$ cat src/rtl/branch_resolver.sv
// branch_resolver: resolves BRANCH/JAL/JALR for the fetch/PC stage.
// Captures a control-flow op in IDLE, presents a registered decision
// (b_taken/up_amt) during RESOLVE and pulses FLUSH during REDIRECT.
// Optional statistics counters are built when BRANCH_STATS_EN is defined.
module branch_resolver #(
  parameter int WIDTH = 32,
  parameter int CNT_W = 32
) (
  input  logic                    CLK,
  input  logic                    RESET,
  input  logic [31:0]             INSTR,
  input  logic [WIDTH-1:0]        IP,
  input  logic [WIDTH-1:0]        RS1_DATA,
  input  logic [WIDTH-1:0]        RS2_DATA,
  output logic                    b_taken,
  output logic signed [WIDTH-1:0] up_amt,
  output logic                    FLUSH,
  output logic                    BUSY
`ifdef BRANCH_STATS_EN
  ,
  output logic [CNT_W-1:0]        br_count,
  output logic [CNT_W-1:0]        tk_count
`endif
);

  localparam logic [6:0] OP_BRANCH = 7'b1100011;
  localparam logic [6:0] OP_JAL    = 7'b1101111;
  localparam logic [6:0] OP_JALR   = 7'b1100111;

  typedef enum logic [1:0] {
    S_IDLE     = 2'd0,
    S_RESOLVE  = 2'd1,
    S_REDIRECT = 2'd2
  } state_t;

  state_t           state_q;
  logic             b_taken_q;
  logic             flush_q;
  logic [WIDTH-1:0] up_amt_q;

  logic             is_cf;
  logic             taken_d;
  logic [WIDTH-1:0] amt_d;
  logic [WIDTH-1:0] b_imm;
  logic [WIDTH-1:0] j_imm;
  logic [WIDTH-1:0] i_imm;
  logic [WIDTH-1:0] jalr_sum;
  logic [WIDTH-1:0] jalr_tgt;
  logic             rs_eq;
  logic             rs_lt_s;
  logic             rs_lt_u;

  // Immediates: INSTR[31] is the sign bit of every format.
  assign b_imm = {{(WIDTH-12){INSTR[31]}}, INSTR[7], INSTR[30:25], INSTR[11:8], 1'b0};
  assign j_imm = {{(WIDTH-20){INSTR[31]}}, INSTR[19:12], INSTR[20], INSTR[30:21], 1'b0};
  assign i_imm = {{(WIDTH-11){INSTR[31]}}, INSTR[30:20]};

  // JALR target has bit 0 cleared; the offset is relative to the current IP.
  assign jalr_sum = RS1_DATA + i_imm;
  assign jalr_tgt = jalr_sum & ~{{(WIDTH-1){1'b0}}, 1'b1};

  assign rs_eq   = (RS1_DATA == RS2_DATA);
  assign rs_lt_s = ($signed(RS1_DATA) < $signed(RS2_DATA));
  assign rs_lt_u = (RS1_DATA < RS2_DATA);

  assign is_cf = (INSTR[6:0] == OP_BRANCH) || (INSTR[6:0] == OP_JAL) ||
                 (INSTR[6:0] == OP_JALR);

  // Decision for the op currently on INSTR; only sampled while IDLE.
  always_comb begin
    taken_d = 1'b0;
    amt_d   = {WIDTH{1'b0}};
    case (INSTR[6:0])
      OP_BRANCH: begin
        amt_d = b_imm;
        case (INSTR[14:12])
          3'b000:  taken_d = rs_eq;
          3'b001:  taken_d = !rs_eq;
          3'b100:  taken_d = rs_lt_s;
          3'b101:  taken_d = !rs_lt_s;
          3'b110:  taken_d = rs_lt_u;
          3'b111:  taken_d = !rs_lt_u;
          default: begin
            // funct3 010/011 are not branches: never taken, no offset.
            taken_d = 1'b0;
            amt_d   = {WIDTH{1'b0}};
          end
        endcase
      end
      OP_JAL: begin
        taken_d = 1'b1;
        amt_d   = j_imm;
      end
      OP_JALR: begin
        taken_d = 1'b1;
        amt_d   = jalr_tgt - IP;
      end
      default: begin
        taken_d = 1'b0;
        amt_d   = {WIDTH{1'b0}};
      end
    endcase
  end

  // Control FSM with registered decision and flush outputs.
  always_ff @(posedge CLK) begin
    if (RESET) begin
      state_q   <= S_IDLE;
      b_taken_q <= 1'b0;
      up_amt_q  <= {WIDTH{1'b0}};
      flush_q   <= 1'b0;
    end else begin
      case (state_q)
        S_IDLE: begin
          flush_q <= 1'b0;
          if (is_cf) begin
            state_q   <= S_RESOLVE;
            b_taken_q <= taken_d;
            up_amt_q  <= amt_d;
          end else begin
            state_q   <= S_IDLE;
            b_taken_q <= 1'b0;
            up_amt_q  <= {WIDTH{1'b0}};
          end
        end
        S_RESOLVE: begin
          // Inputs are ignored here: the stalled opcode must not re-trigger.
          if (b_taken_q) begin
            state_q   <= S_REDIRECT;
            flush_q   <= 1'b1;
            b_taken_q <= 1'b0;
          end else begin
            state_q   <= S_IDLE;
            flush_q   <= 1'b0;
            b_taken_q <= 1'b0;
            up_amt_q  <= {WIDTH{1'b0}};
          end
        end
        S_REDIRECT: begin
          state_q   <= S_IDLE;
          flush_q   <= 1'b0;
          b_taken_q <= 1'b0;
          up_amt_q  <= {WIDTH{1'b0}};
        end
        default: begin
          state_q   <= S_IDLE;
          flush_q   <= 1'b0;
          b_taken_q <= 1'b0;
          up_amt_q  <= {WIDTH{1'b0}};
        end
      endcase
    end
  end

  assign b_taken = b_taken_q;
  assign up_amt  = up_amt_q;
  assign FLUSH   = flush_q;
  assign BUSY    = (state_q != S_IDLE);

`ifdef BRANCH_STATS_EN
  logic [CNT_W-1:0] br_count_q;
  logic [CNT_W-1:0] tk_count_q;

  // Saturating counters: resolved ops and taken redirects.
  always_ff @(posedge CLK) begin
    if (RESET) begin
      br_count_q <= {CNT_W{1'b0}};
      tk_count_q <= {CNT_W{1'b0}};
    end else begin
      if ((state_q == S_RESOLVE) && (br_count_q != {CNT_W{1'b1}})) begin
        br_count_q <= br_count_q + CNT_W'(1);
      end else begin
        br_count_q <= br_count_q;
      end
      if ((state_q == S_RESOLVE) && b_taken_q && (tk_count_q != {CNT_W{1'b1}})) begin
        tk_count_q <= tk_count_q + CNT_W'(1);
      end else begin
        tk_count_q <= tk_count_q;
      end
    end
  end

  assign br_count = br_count_q;
  assign tk_count = tk_count_q;
`else
  // Keeps the counter width parameter referenced when statistics are absent.
  logic [CNT_W-1:0] unused_cnt_s;
  assign unused_cnt_s = {CNT_W{1'b0}};
`endif

endmodule
$ cat config.mk
export PLATFORM = sky130hd
export DESIGN_NAME = branch_resolver
export DESIGN_NICKNAME = d
export VERILOG_FILES = /design/src/rtl/branch_resolver.sv
export SDC_FILE = /design/constraint.sdc
export NUM_CORES = 1
export LEC_CHECK = 0
export ABC_CLOCK_PERIOD_IN_PS = 6400
export CORE_MARGIN = 1
export CORE_UTILIZATION = 43
export DETAILED_ROUTE_END_ITERATION = 8
export HOLD_SLACK_MARGIN = 0.15
export PLACE_DENSITY = 0.74
export SKIP_CTS_REPAIR_TIMING = 1
export SYNTH_ARGS = -nofsm -noshare
export SYNTH_HDL_FRONTEND = slang
export SYNTH_SLANG_ARGS = --single-unit
export TNS_END_PERCENT = 20
$ cat constraint.sdc
create_clock -name CLK -period 6.4 [get_ports CLK]
set_input_delay 1.28 -clock CLK [delete_from_list [all_inputs] [get_ports CLK]]
set_output_delay 1.28 -clock CLK [all_outputs]
set_load 0.02 [all_outputs]
Yosys cells after proc, flatten, opt, wreduce, memory -nomap -nowiden. Cells that the tools add are included. W data, S select, Z words.

Output and inout bits: 35. Word-level logic and storage cells: 45. Register bits: 36.

Bitwise operators: 3. Reductions and logical operators: 12. Add/sub/neg operators: 2. Equal/unequal tests: 11. Magnitude comparators: 2. Mux-type cells: 11.

Operators by type and width (number): $mux W32 (3); $pmux W32 S3 (1); $lt A32 B32 Y1 (2); $pmux W32 S2 (1); $add A32 B32 Y32 (1); $eq A32 B32 Y1 (1); $sub A32 B32 Y32 (1); $eq A7 B7 Y1 const B (3); $eq A3 B3 Y1 const B (4); $pmux W1 S6 (1); $reduce_or A6 Y1 (1); $pmux W2 S2 (1); $reduce_or A2 Y1 (2); $eq A3 B1 Y1 const B (1); $logic_not A1 Y1 (3); $logic_not A3 Y1 (1); $not A1 Y1 (3); $reduce_or A3 Y1 (1); $eq A2 B1 Y1 const B (1); $logic_not A2 Y1 (1); $logic_or A1 B1 Y1 (2); $mux W1 (2); $mux W2 (1); $ne A2 B2 Y1 const B (1); 2 further kinds (2).

Depth between registers and ports, before layout. Gate-level depths: netlist of the first run.

Depth in word-level cells: 6. Depth in mapped cells: 24. Gate-level depth less buffers: 23.

Worst setup path before layout of the first run. No wires, ideal clock.

Path type: input to register. Start point: input INSTR[22]. End point: register up_amt_q[30] (netlist: up_amt[30]). Slack: 1140 ps. Required time: 6273 ps. Arrival: 5133 ps. Cell stages on the path: 22. Cells stage by stage: ha_1 > nor2b_1 > o21ai_0 > nand2b_1 > a311oi_1 > nand2b_1 > o21ai_1 > o41ai_2 > o2111ai_1 > a21oi_1 > xnor2_1 > ha_1 > clkbuf_1 > a21o_1 > a21oi_1 > o21ai_0 > a31oi_1 > o21a_4 > o31ai_4 > o31ai_2 > nor4b_1 > or3_1.

Word-level cells in the longest chain between the ends: 5.

RTL lines: start: declaration (line 11) `input logic [31:0] INSTR,`; $add A32 B32 Y32 (line 59) `assign jalr_sum = RS1_DATA + i_imm;`; $sub A32 B32 Y32 (line 96) `amt_d = jalr_tgt - IP;`; $pmux W32 S3 (line 73) `case (INSTR[6:0])`; $mux W32 (line 116) `if (is_cf) begin`; $pmux W32 S2 (line 113) `case (state_q)`; end signal: assignment (line 110) `up_amt_q <= {WIDTH{1'b0}};`; end signal: assignment (line 119) `up_amt_q <= amt_d;`; end signal: assignment (line 123) `up_amt_q <= {WIDTH{1'b0}};`; end: declaration (line 39) `logic [WIDTH-1:0] up_amt_q;`.

Every way passes these cells. A chain may end at the register's enable or synchronous reset.

Final worst setup path of the first run. Ends and elaborated chain as after synthesis.

==> impl_results.md, run 1 <==
- Outcome: finished clean
- PnR Total Power: roughly 1200 uW
- I/O pin cnt: roughly 170
- NetSw: just under 500 uW
- Worst r2r path cells: 6
- Final period utilization: between 90% and 100%
- Sequential share of power: around 18%
- Mapped Nets: approximately 970
- Yosys reg bits: 36
- CP Depth: 22
- Crit-path max FO: 7
- Syn Std Cell Area: between 0.005 and 0.006 mm2
- Pwr Density: ~160 mW/mm2
- Crit Path Class: primary input to flip-flop
- RR Endpoint: up_amt[30]
- Mean Syn Cell Area: ~7.4 um2
- Drt wl/cell: approximately 14 um
- Worst path cell trace: clkdlybuf4s50_1, ha_1, nor2b_1, o21ai_0, nand2b_1, a311oi_1, nand2b_1, o21ai_1, o41ai_2, o2111ai_1, a21oi_1, xnor2_1, ha_1, a21o_1, a21oi_1, o21ai_0, a31oi_1, o21a_4, o31ai_4, o31ai_2, nor4b_1, or3_1
- CP Launch Type: primary input
- Pin count of the biggest net entering global routing: 34
- Post-synth ARST share: 0%
- Worst setup endpoint: up_amt[30]
- Synth Warn #: 0
- Slowest stage delay, CP: 0.45 ns
- Starting Density: between 40% and 50%
- CP delay by family, top: compound AO/OA/AOI/OAI gates
- CTS H-tree lvls: 2
- Post-synth EDFFs: 0
- Die area: roughly 0.013 mm2
- Ant. Diodes: 0
- Post-Syn Instances: approximately 740
- Tightest Hold Check Type: flip-flop to flip-flop
- Req. time, crit path: about 6.6 ns
- Die W: around 120 um
- Combinational Power Share: a little over three fifths
- Netlist cell types: 67
- Via-to-Cell Ratio: 5.308
- Endpoints failing setup: 0
- Remaining DRCs: 0
- Worst Setup SP: INSTR[22]
- Gr ovfl total: 0
- Tot GR Track Use: approximately a quarter
- Worst slew margin: around 45%
- Gpl congestion: around 0.91
- Unrepaired setup endpoints after global routing: false
- R2R Path Start: state_q[1]
- Final net count: between 1000 and 1500
- Worst setup EP type: flip-flop
- Crit path buffers/inverters: 1
- CTS Buf Count: 5
- Max Fclk: roughly 170 MHz
- CTS Buffer Depth: 2
- First-pass GRT wire length: between 20 and 25 mm
- MaxCap Viol Count: 0
- First-pass iteration count of the detailed router: 5
- Slowest cell on crit path: clkdlybuf4s50_1
- Share of cells above drive strength 1: under 10%
- Setup tns final: 0 ns
- Slew @ Worst Pin: 0.8296 ns
- Via count: approximately 5700
- Slew Limit Fails: 0
- Worst IR Drop VDD: approximately 0.14 mV
- Internal: roughly 740 uW
- Switching Share: 40.16%
- Post-Route WL: roughly 15 mm
- Final Util: 59.57%
- Final min period: 5.894 ns
- CTS sink count: 36
- Top FF cell, synth: dfxtp_1
- Clock slew at reported path FFs: ~0.050 ns
- # port buffers: 164
- Pleak: about 0.0033 uW
- Clk root buf: clkbuf_16
- 1st-iter DRT viols: around 340
- Worst Path Arrival: slightly above 6 ns
- Number of global-route vias before repair: around 5200
- Fin. Hold Viols: 0
- Area growth from synthesis to layout: 35.29%
- Clock network power share: between 10% and 20%
- Die Height: 115.4 um
- Clk_skew: 0.003749 ns
- Register area share after synthesis: between 10% and 20%
- Core Area: 0.01257 mm2
- Clock latency on the worst-skew pair: about 0.27 ns
- Post-DP HPWL: roughly 13 mm
- Rows: 41
- CTS tree: done
- Register-to-register setup slack: 3.96 ns
- Initial antenna violation count: 0
- Routed Antenna Nets: 0
-- kinds of logic (layout without fill, tap and decap cells) --
group | count (synthesis) | after routing | share of synthesized area (%)
buf+inv | 94 | 251 | 6.466
compound gates | 243 | 243 | 29.84
mux | 2 | 2 | 0.3843
flops | 36 | 36 | 13.02
fa+ha+maj | 94 | 94 | 21.52
simple gates | 217 | 217 | 19.74
xor+xnor | 57 | 57 | 9.021
-- flip-flops by register name, indices dropped and copies added (netlist names) --
name     count
up_amt      32
FLUSH        1
b_taken      1
state_q      2
-- placed cells by master, fill, tap and decap left out, types with 8 or more instances in the layout --
master,n
clkdlybuf4s50_1,164
ha_1,92
inv_1,77
nand2_1,63
a21oi_1,61
o21ai_0,51
nor2_1,44
xnor2_1,38
dfxtp_1,36
a21o_1,29
xor2_1,19
nor3_1,18
o21a_1,18
nand4_1,13
nand3_1,12
nor2b_1,12
and3_1,11
a22oi_1,10
a31oi_1,9
and2_1,9
o31ai_1,8
a211oi_1,8
-- per-stage QoR --
| step | hold WS (ns) | area (um2) | std cells | setup WS, ns |
|---|---|---|---|---|
| 2_1_floorplan | 0.4376 | 5534 | 743 | 1.140 |
| 3_3_place_gp | 0.4359 | 7350 | 1065 | 0.4446 |
| 3_5_place_dp | 0.4451 | 7350 | 1065 | 0.2708 |
| 4_1_cts | 0.4534 | 7487 | 1072 | 0.5551 |
| 5_1_grt | 0.4736 | 7487 | 1072 | 0.1520 |
| 6_report | 0.4500 | 7487 | 1072 | 0.5061 |
-- layer usage --
| metal | track usage, % | part of all wire, % | up-vias |
|---|---|---|---|
| li1 | - | - | 2995 |
| met1 | 33.74 | 50 | 2501 |
| met2 | 36.17 | 42 | 175 |
| met3 | 2.772 | 5.5 | 19 |
| met4 | 6.667 | 1.9 | 0 |
| met5 | 0 | 0 | - |
-- worst min path at each step --
stage / end / depth (start not counted) / start / slack [ns]
2_1_floorplan: FLUSH / 1 / state_q[1] / 0.44
3_3_place_gp: up_amt[6] / 2 / up_amt[6] / 0.44
3_5_place_dp: up_amt[4] / 2 / up_amt[4] / 0.45
4_1_cts: up_amt[17] / 2 / up_amt[17] / 0.45
5_1_grt: up_amt[19] / 2 / up_amt[19] / 0.47
6_report: up_amt[4] / 2 / up_amt[4] / 0.45
-- power groups by stage --
| stage | Clock (uW) | Sequential, uW | Combinational (uW) |
|---|---|---|---|
| 6_report | 227 | 224 | 780 |
| 5_1_grt | 239 | 224 | 868 |
| 4_1_cts | 230 | 224 | 775 |
| 3_5_place_dp | 0 | 229 | 772 |
| 3_3_place_gp | 0 | 229 | 763 |
| 2_1_floorplan | 0 | 229 | 563 |
-- Yosys cell counts (5+ instances only) --
master    number  share of area [%]
ha_1          92                 21
inv_1         77                5.2
nand2_1       63                4.3
a21oi_1       61                5.5
o21ai_0       51                4.6
nor2_1        44                3.0
xnor2_1       38                6.0
dfxtp_1       36                 13
a21o_1        29                3.9
nor3_1        19                1.7
xor2_1        19                3.0
o21a_1        18                2.4
clkbuf_1      15                1.0
nand4_1       13                1.5
nand3_1       12                1.1
nor2b_1       12                1.4
and3_1        11                1.2
a22oi_1       10                1.4
a31oi_1        9                1.0
and2_1         9                1.0
a211oi_1       8                1.1
o31ai_1        8                1.1
nand2b_1       7               0.79
o21ai_1        7               0.63
or3_1          5               0.57
-- layout make-up --
cell class                 count  area (um2)
fill                        1178        5081
multi-input combinational    613        4461
timing repair buffer         167        1664
sequential                    36       720.7
inverter                      77       289.0
tap                          172       215.2
clock buffer                   5       125.1
clock inverter                 2       12.51
-- tightest hold or removal path: cells and delay by family (launching register included) --
kind             cells  cell delay, ns
AO/OA/AOI/OAI        1            0.05
flip-flops           1            0.32
AND/OR/NAND/NOR      1            0.04
Power figures use the tool's default switching activity.
==> run 2: changes to the inputs <==
--- a/config.mk
+++ b/config.mk
@@ -7,10 +7,10 @@
 export LEC_CHECK = 0
 export ABC_CLOCK_PERIOD_IN_PS = 6400
 export CORE_MARGIN = 1
-export CORE_UTILIZATION = 43
+export CORE_UTILIZATION = 49
 export DETAILED_ROUTE_END_ITERATION = 8
-export HOLD_SLACK_MARGIN = 0.15
-export PLACE_DENSITY = 0.74
+export HOLD_SLACK_MARGIN = 0.1
+export PLACE_DENSITY = 0.83
 export SKIP_CTS_REPAIR_TIMING = 1
 export SYNTH_ARGS = -nofsm -noshare
 export SYNTH_HDL_FRONTEND = slang
==> run 2 against run 1 <==
  * Cell count decreased by 3.0%
  * Register-to-register slack improved by 0.07 ns
  * Largest power group unchanged
  * Die area is 12% lower
  * Core utilization grew 8.5 points
  * Count of clock-buffer cells in the layout grew 1
  * Combinational power is essentially flat
  * Global-route usage grew 2.4 points
  * Clock power is essentially flat
  * Flip-flop and latch count did not move
  * Power grew 0.19%
  * Critical endpoint unchanged
==> impl_results.md, run 2 (synthesis gave the netlist of run 1 again) <==
- Worst Path Arrival: 6.01 ns (-0.04 ns)
- Crit-path max FO: 7 (unchanged)
- Final min period: 5.846 ns (-0.04770 ns)
- Initial antenna violation count: 0 (unchanged)
- Slowest cell on crit path: clkdlybuf4s50_1
- Pin count of the biggest net entering global routing: 34 (unchanged)
- Fin area: 0.007443 mm2 (-0.58%)
- Worst IR Drop VDD: 0.1420 mV (+2.3%)
- Clk_skew: 0.007403 ns (+0.003655 ns)
- Remaining DRCs: 0 (unchanged)
- Multi-input gate area: 0.004461 mm2 (unchanged)
- Area growth from synthesis to layout: 34.50%
- CTS tree: done
- Most frequent cells in the layout: clkdlybuf4s50_1 (164), ha_1 (92), inv_1 (77), nand2_1 (63), a21oi_1 (61)
- Crit Path Class: primary input to flip-flop
- Clock latency on the worst-skew pair: 0.28 ns (about the same)
- Tot GR Track Use: 25.72% (+2.4 points)
- Tightest Hold Check Type: flip-flop to flip-flop
- 1st-iter DRT viols: 312 (-7.1%)
- MaxCap Viol Count: 0 (unchanged)
- CTS Buffer Depth: 2 (unchanged)
- Req. time, crit path: 6.56 ns (about the same)
- CP delay by family, top: compound AO/OA/AOI/OAI gates
- Max reg flops: 32 (unchanged)
- Final period utilization: 91.35% (-0.75 points)
- Post-Route WL: 14.98 mm (-1.2%)
- Fin. Hold Viols: 0 (unchanged)
- Slew Limit Fails: 0 (unchanged)
- Share of cells above drive strength 1: 3.556% (-0.11 points)
- Number of global-route vias before repair: 5204 (-0.15%)
- CP Launch Type: primary input
- Cell area after placement: 0.007310 mm2 (-0.54%)
- Slowest stage delay, CP: 0.43 ns (-0.02 ns)
- Setup tns final: 0 ns (unchanged)
- Worst setup EP type: flip-flop
- Die area: 0.01172 mm2 (-12%)
- Fin cells: 1040 (-3.0%)
- CTS Buf Count: 5 (unchanged)
- First-pass iteration count of the detailed router: 5 (unchanged)
- Clk root buf: clkbuf_16
- Placed Instances: 1033 (-3.0%)
- Clock slew at reported path FFs: 0.05 ns (about the same)
- Final net count: 1124 (unchanged)
- Endpoints failing setup: 0 (unchanged)
- Max Fclk: 171.1 MHz (+0.82%)
- CTS H-tree lvls: 2 (unchanged)
- Drt wl/cell: 14.41 um (+1.8%)
- Pwr Density: 165.8 mW/mm2 (+0.78%)
- Outcome: finished clean
- CTS sink count: 36 (unchanged)
- Worst path cell trace: clkdlybuf4s50_1, ha_1, nor2b_1, o21ai_0, nand2b_1, a311oi_1, nand2b_1, o21ai_1, o41ai_2, o2111ai_1, a21oi_1, xnor2_1, ha_1, a21o_1, a21oi_1, o21ai_0, a31oi_1, o21a_4, o31ai_4, o31ai_2, nor4b_1, or3_1
- Core Area: 0.01094 mm2 (-13%)
- Unrepaired setup endpoints after global routing: false
- Post-DP HPWL: 12.81 mm (-1.8%)
- Gr ovfl total: 0 (unchanged)
- Starting Density: 50.61% (+6.6 points)
- Via count: 5803 (+2.0%)
- Worst slew margin: 47.80% (+3.3 points)
- Ant. Diodes: 0 (unchanged)
- Reg area: 720.7 um2 (unchanged)
- Commonest non-fill, non-tap cell in the layout: clkdlybuf4s50_1
- I/O pin cnt: 165 (unchanged)
- Rows: 38 (-7.3%)
- Die W: 108.3 um (-6.2%)
- Via-to-Cell Ratio: 5.580 (+5.1%)
- Fill cells: 985 (-16%)
- Routed Antenna Nets: 0 (unchanged)
- First-pass GRT wire length: 24.34 mm (-2.4%)
- Die Height: 108.3 um (-6.2%)
- Gpl congestion: 0.9445 (+3.2%)
- Crit path buffers/inverters: 1 (unchanged)
- Pleak: 0.003330 uW (about the same)
- # port buffers: 164 (unchanged)
- Slew @ Worst Pin: 0.7810 ns (-0.04865 ns)
-- run 2: layer usage --
metal / share of wire, % / routed length (um) / track usage [%]
met1: 47 / 7096 / 36.09
met5: 0 / 0 / 0
met3: 7.3 / 1095 / 2.893
met2: 43 / 6468 / 40.90
met4: 2.1 / 321 / 8.108
-- run 2: worst reg2reg max path, stage by stage, from the launching register on --
cell and delay [ns]:
dfxtp_1 0.33, nor3_1 0.25, nand3_1 0.54, inv_1 0.29, nand2_1 0.37, nor4bb_1 0.40, or3_1 0.15
-- run 2: through the flow --
stage	util, %	hold WS [ns]	power [uW]	worst slack [ns]
4_1_cts	68.07	0.4548	1227	0.5984
3_5_place_dp	66.84	0.4445	997.9	0.3181
3_3_place_gp	66.84	0.4332	985.8	0.4535
2_1_floorplan	-	0.4376	792.1	1.140
5_1_grt	68.07	0.4754	1328	0.07091
6_report	68.07	0.4521	1234	0.5538
-- run 2: final timing paths --
path | startpoint | to | slack, ns | cells past startpoint
worst max-delay path | INSTR[22] | up_amt[30] | 0.55 | 22
worst min-delay path | up_amt[9] | up_amt[9] | 0.45 | 2
worst max register to register | state_q[1] | up_amt[30] | 4.03 | 6
worst min register to register | up_amt[9] | up_amt[9] | 0.45 | 2
-- run 2: area by class of cell --
cell class	count	share of cell area (%)
clock buffer	6	1.731
timing repair buffer	167	22.36
multi-input combinational	613	59.93
tap	140	2.353
clock inverter	1	0.06724
sequential	36	9.682
inverter	77	3.883
-- run 2: power breakdown --
part | leakage (uW) | internal (uW) | switching [uW]
Sequential | 0.000290 | 224 | 0.0710
Combinational | 0.00297 | 373 | 410
Clock | 0.0000667 | 141 | 86.0
Total | 0.00333 | 738 | 496
